File: src/rtl/fetch_mt_pkg.sv
// Shared types and helpers for the multi-thread fetch/load-store unit.
package fetch_mt_pkg;

  typedef enum logic {
    IDLE = 1'b0,
    BUS  = 1'b1
  } state_e;

  localparam logic [31:0] DEFAULT_REG_BASE = 32'hFFFF_FFF0;

  // Window test done in 64 bits so base + size cannot wrap at the top of the
  // address space (the default window ends exactly at 2^32).
  function automatic logic reg_hit(input logic [63:0] addr,
                                   input logic [63:0] base,
                                   input logic [63:0] num_regs);
    return (addr >= base) && (addr < base + num_regs);
  endfunction

endpackage

File: src/rtl/fetch_regfile.sv
// Per-thread register file: NUM_THREADS x NUM_REGS words, one synchronous
// write port, a combinational read port (registered by the caller), and a
// full asynchronous clear.
module fetch_regfile #(
  parameter int DATA_W      = 32,
  parameter int NUM_THREADS = 4,
  parameter int TID_W       = 2,
  parameter int NUM_REGS    = 16,
  parameter int IDX_W       = 4
) (
  input  logic              clk,
  input  logic              rst_n,
  input  logic              we,
  input  logic [TID_W-1:0]  thread,
  input  logic [IDX_W-1:0]  idx,
  input  logic [DATA_W-1:0] wdata,
  output logic [DATA_W-1:0] rdata
);

  logic [DATA_W-1:0] regs [NUM_THREADS][NUM_REGS];

  // Read data for the addressed thread/register; the top registers it.
  assign rdata = regs[thread][idx];

  // Storage update: async clear of every word, otherwise a single write.
  // NOTE: the array is reset, so it maps to flops rather than a RAM macro;
  // that is intended, every register must read 0 after reset.
  always_ff @(posedge clk or negedge rst_n) begin
    if (!rst_n) begin
      for (int t = 0; t < NUM_THREADS; t++) begin
        for (int r = 0; r < NUM_REGS; r++) begin
          // NOTE: sequential state always uses <=, so every reader sees the
          // pre-edge value regardless of process ordering.
          regs[t][r] <= '0;
        end
      end
    end else if (we) begin
      regs[thread][idx] <= wdata;
    end
  end

endmodule

File: src/rtl/fetch_mt.sv
// Multi-thread fetch/load-store unit: register-window accesses complete in
// one cycle from a per-thread register file; everything else becomes a
// single-beat bus transaction with error and timeout reporting.
module fetch_mt
  import fetch_mt_pkg::*;
#(
  parameter int                DATA_W      = 32,
  parameter int                ADDR_W      = 32,
  parameter int                NUM_THREADS = 4,
  parameter int                TID_W       = (NUM_THREADS > 1) ? $clog2(NUM_THREADS) : 1,
  parameter int                NUM_REGS    = 16,
  parameter logic [ADDR_W-1:0] REG_BASE    = ADDR_W'(DEFAULT_REG_BASE),
  parameter int                TIMEOUT     = 255
) (
  input  logic              clk,
  input  logic              rst_n,
  input  logic              req_valid,
  input  logic              req_write,
  input  logic [TID_W-1:0]  req_thread,
  input  logic [ADDR_W-1:0] req_addr,
  input  logic [DATA_W-1:0] req_wdata,
  output logic              rsp_ack,
  output logic              rsp_err,
  output logic [DATA_W-1:0] rsp_rdata,
  output logic              bus_cyc,
  output logic              bus_we,
  output logic [ADDR_W-1:0] bus_addr,
  output logic [DATA_W-1:0] bus_wdata,
  input  logic [DATA_W-1:0] bus_rdata,
  input  logic              bus_ack,
  input  logic              bus_err
);

  localparam int IDX_W = (NUM_REGS > 1) ? $clog2(NUM_REGS) : 1;
  localparam int CNT_W = (TIMEOUT > 0) ? $clog2(TIMEOUT + 1) : 1;

  state_e            state_q, state_d;
  logic [CNT_W-1:0]  cnt_q;
  logic              thread_ok, hit, timed_out;
  logic              accept_hit, accept_miss, bus_done, bus_fail;
  logic [DATA_W-1:0] reg_rdata;

  // A thread id beyond NUM_THREADS can only exist when the count is not a
  // power of two; such ids are treated as window misses.
  if (NUM_THREADS == (1 << TID_W)) begin : g_full_tid
    assign thread_ok = 1'b1;
  end else begin : g_part_tid
    assign thread_ok = (32'(req_thread) < 32'(NUM_THREADS));
  end

  assign hit       = reg_hit(64'(req_addr), 64'(REG_BASE), 64'(NUM_REGS)) && thread_ok;
  assign timed_out = (TIMEOUT != 0) && (cnt_q == CNT_W'(TIMEOUT));

  fetch_regfile #(
    .DATA_W      (DATA_W),
    .NUM_THREADS (NUM_THREADS),
    .TID_W       (TID_W),
    .NUM_REGS    (NUM_REGS),
    .IDX_W       (IDX_W)
  ) u_regfile (
    .clk    (clk),
    .rst_n  (rst_n),
    .we     (accept_hit && req_write),
    .thread (req_thread),
    .idx    (req_addr[IDX_W-1:0]),
    .wdata  (req_wdata),
    .rdata  (reg_rdata)
  );

  // FSM state register.
  always_ff @(posedge clk or negedge rst_n) begin
    if (!rst_n) state_q <= IDLE;
    else        state_q <= state_d;
  end

  // Next state and per-cycle decisions: accept a request or finish the bus beat.
  always_comb begin
    // NOTE: every output gets a default first so no path leaves one unassigned
    // and no latch is inferred.
    state_d     = state_q;
    accept_hit  = 1'b0;
    accept_miss = 1'b0;
    bus_done    = 1'b0;
    bus_fail    = 1'b0;
    case (state_q)
      IDLE: begin
        if (req_valid) begin
          if (hit) begin
            accept_hit = 1'b1;
          end else begin
            accept_miss = 1'b1;
            state_d     = BUS;
          end
        end
      end
      BUS: begin
        bus_fail = bus_err || timed_out;
        bus_done = bus_ack || bus_fail;
        if (bus_done) state_d = IDLE;
      end
    endcase
  end

  // Timeout counter: counts cycles spent in BUS, cleared whenever idle.
  always_ff @(posedge clk or negedge rst_n) begin
    if (!rst_n)                              cnt_q <= '0;
    else if ((state_q == BUS) && !bus_done)  cnt_q <= cnt_q + 1'b1;
    else                                     cnt_q <= '0;
  end

  // Response and bus-master outputs.
  always_ff @(posedge clk or negedge rst_n) begin
    if (!rst_n) begin
      rsp_ack   <= 1'b0;
      rsp_err   <= 1'b0;
      rsp_rdata <= '0;
      bus_cyc   <= 1'b0;
      bus_we    <= 1'b0;
      bus_addr  <= '0;
      bus_wdata <= '0;
    end else begin
      rsp_ack <= 1'b0;
      rsp_err <= 1'b0;
      if (accept_hit) begin
        rsp_ack <= 1'b1;
        if (!req_write) rsp_rdata <= reg_rdata;
      end
      if (accept_miss) begin
        bus_cyc   <= 1'b1;
        bus_we    <= req_write;
        bus_addr  <= req_addr;
        bus_wdata <= req_wdata;
      end
      if (bus_done) begin
        rsp_ack <= 1'b1;
        rsp_err <= bus_fail;
        if (bus_fail)     rsp_rdata <= '0;
        else if (!bus_we) rsp_rdata <= bus_rdata;
        bus_cyc   <= 1'b0;
        bus_we    <= 1'b0;
        bus_addr  <= '0;
        bus_wdata <= '0;
      end
    end
  end

endmodule

File: config.mk
export PLATFORM = sky130hd
export DESIGN_NAME = fetch_mt
export DESIGN_NICKNAME = d
export VERILOG_FILES = /design/src/rtl/fetch_mt_pkg.sv /design/src/rtl/fetch_regfile.sv /design/src/rtl/fetch_mt.sv
export SDC_FILE = /design/constraint.sdc
export NUM_CORES = 2
export LEC_CHECK = 0
export CAP_MARGIN = 25
export CELL_PAD_IN_SITES_DETAIL_PLACEMENT = 0
export CELL_PAD_IN_SITES_GLOBAL_PLACEMENT = 1
export CORE_ASPECT_RATIO = 0.5
export CORE_MARGIN = 2
export CORE_UTILIZATION = 35
export CTS_CLUSTER_SIZE = 16
export DETAILED_ROUTE_END_ITERATION = 7
export DONT_BUFFER_PORTS = 1
export PLACE_DENSITY_LB_ADDON = 0.2
export RECOVER_POWER = 100
export SLEW_MARGIN = 20
export SYNTH_ARGS = -nofsm -noshare
export SYNTH_HDL_FRONTEND = slang
export SYNTH_SLANG_ARGS = --single-unit
File: constraint.sdc
create_clock -name clk -period 4.2 [get_ports clk]
set_input_delay 0.42 -clock clk [delete_from_list [all_inputs] [get_ports clk]]
set_output_delay 0.42 -clock clk [all_outputs]
set_load 0.05 [all_outputs]
==> qor.txt <==
largest net degree at the start of global routing: 521
Nets: 6405
Worst R2R Start: cnt_q[0]
clk sink count: 2157
cell taking the most area after synthesis: dfrtp_1
Fin. Hold Viols: 0
Final Setup Violations: 0
Post-synth ARST share: 1.00
TritonCTS clock tree: yes
global-route wire length before repair: 477000 um
unrepaired setup endpoints after global routing: false
DRT Pass-1 Iters: 7
Least-Margin Pin Slew: 2.92 ns
core area: 0.279 sq mm
Gate Count Post-Synth: 6370
max-slew violations: 1120
leading post-synthesis cells by cell area: dfrtp_1, mux2_1, mux4_2
Rows: 137
Design Power: 44.2 mW
Setup CP Type: reg -> reg
Die Ht: 379 um
gr ovfl total: 0
Final Core Density: 0.397
CTS clock-pin slew for the worst setup and hold paths: 0.06 ns
FF-to-FF setup slack: 0.09 ns
R2R cell count: 7
Max Clk Rate: 243 MHz
CTS Buf Count: 219
IO Port Bufs: 0
failing checks: max-capacitance violations, max-slew violations
most used flip-flop cell after synthesis: dfrtp_1
hold endpoint: rsp_rdata[21]
max-cap violation count: 49
# IOs: 204
cell area power density: 399 mW/mm^2
part of the cycle the worst path needs: 0.980
CP max FO: 38
Vias: 58.5k
clock latency on the worst-skew pair: 0.89 ns
Req. time, crit path: 4.88 ns
VDD IR max: 0.325 mV
DIE WIDTH: 754 um
Worst Clk Skew: 0.0353 ns
CTS root buffer: clkbuf_16
Post-Syn Nets: 6475
Total GRT Usage: 0.233
Critical Path End Type: register
WP data arrival: 4.79 ns
Hold Crit Class: in -> reg
headroom to the max-slew limit: -0.946
worst slack at placement: 0.107 ns
commonest cells after routing, fill and taps aside: dfrtp_1, mux2_1, mux4_2, mux2_2, nand2_1
cell area after synthesis: 0.0984 sq mm
Clock Path Buffers: 4
top cell type's share of synthesized area: 0.548
Avg Cell Area, Syn: 15.5 sq um
ANT nets after route: 0
YS warnings: 0
Static Leakage: 53.8 nW
Routed WL: 336000 um
vias in the first global route: 62.1k
Detail Placement HPWL: 198000 um
Post-CTS Resized: 0
share of cells above drive strength 1: 0.240
setup ws final: 0.0858 ns
R2R Path End: rsp_rdata[2]
initial antenna violation count: 32
htree depth: 4
worst hold path startpoint: req_thread[0]
status: complete, but fails checks
routability congestion estimate: 0.785
fin crit period: 4.11 ns
number of synthesized flops with an enable pin: 0
Routed WL per cell: 32.8 um
post-DR vias/cell: 5.71
Yosys reg bits: 2157
setup repair bufs after CTS: 0
drt initial violations: 4573
count of cell types in the netlist: 73
Seq/Total Area, Yosys: 0.548
Cells on Worst Hold Path: 4
DIE AREA: 0.286 sq mm
most common cell after layout, fill and taps aside: dfrtp_1
Area Growth Syn to Fin: 12.6%
Starting Density: 0.352
CP Launch Type: register
number of remaining DRC errors: 0
## synth_stat cells (12+ instances only)
master / count
mux2_2: 471
buf_6: 32
o21ai_0: 66
o311ai_0: 12
nor2_4: 27
a22oi_1: 79
nor4_1: 18
clkbuf_1: 301
a22o_1: 12
dfrtp_1: 2157
nor2b_1: 13
buf_2: 106
o21ai_1: 12
nand4_1: 21
nor2_2: 23
nor2_1: 49
nand3_1: 24
a21oi_1: 27
mux4_2: 519
o22ai_1: 33
mux2_1: 1578
or3_1: 27
buf_4: 190
nand2_1: 293
mux2i_1: 85
buf_1: 22
## sequential cells by signal, summed over array words and instances, names as in the netlist
signal          flops
state_q             1
cnt_q               8
bus_cyc             1
bus_addr           32
u_regfile.regs   2048
bus_wdata          32
bus_we              1
rsp_ack             1
rsp_rdata          32
rsp_err             1
## power breakdown
part | switching [mW] | internal [mW] | total [mW] | leakage [nW]
registers | 0.773 | 20.9 | 21.7 | 30.0
clock network | 8.49 | 11.8 | 20.3 | 3.62
logic | 1.54 | 0.640 | 2.18 | 20.2
## final cells by class
cell class | count | area [sq um]
tap | 3753 | 4700
fill | 25500 | 168000
sequential | 2157 | 54000
clock inverter | 56 | 782
multi-input combinational | 3554 | 40800
timing repair buffer | 363 | 3890
antenna | 24 | 60.1
inverter | 5 | 18.8
clock buffer | 325 | 6510
## cell families (layout without fill, tap and decap cells)
logic type / Yosys count / count (layout) / share of synthesized area
other cells: 0 / 24 / 0
simple gates: 556 / 556 / 0.0287
mux: 2653 / 2653 / 0.362
buf+inv: 659 / 749 / 0.0365
flops: 2157 / 2157 / 0.548
fa+ha+maj: 1 / 1 / 0.000127
compound gates: 338 / 338 / 0.0238
xor+xnor: 6 / 6 / 0.000534
## worst max-delay path, stage by stage, from the launching register on
cell and delay (ns):
dfrtp_1 0.41, ha_1 0.25, nand2_1 0.11, o311a_2 1.25, nor2_4 0.21, clkbuf_2 0.44
o311ai_0 0.85, a31oi_1 0.24
## worst max path at each step
stage,startpoint,endpoint,cells past startpoint,slack [ns]
floorplan,req_thread[0],rsp_rdata[11],7,1.83
global placement,state_q,rsp_rdata[16],5,-0.12
detailed placement,rst_n,u_regfile.regs[1497],5,0.11
CTS,rst_n,u_regfile.regs[1374],7,0.27
global route,rst_n,u_regfile.regs[926],8,0.02
finish,cnt_q[0],rsp_rdata[2],7,0.09
## repair_timing
item,CTS,global route
endpoints found under the hold margin,2584,0
endpoints found under the setup margin,0,267
hold buffers,162,0
## metrics by stage
stage	hold slack, ns	std cells	TNS (ns)	cell area (sq um)
final	0.0499	10200	0	111000
after global routing	0.0295	10200	0	111000
after CTS	0.00774	10200	0	112000
after detailed placement	0.136	9661	0	102000
after global placement	0.135	9653	-15.99	102000
after floorplan	0.124	6370	0	98400
## routing by layer
metal  global-route usage  part of all wire  vias to the layer above
li1                     -                 -                    23400
met2                0.365              0.46                     1688
met4               0.0726             0.033                        2
met1                0.334              0.46                    32900
met3               0.0362             0.054                      488
met5                    0          0.000033                        -
Note: power is estimated with default switching activity, not from simulation.
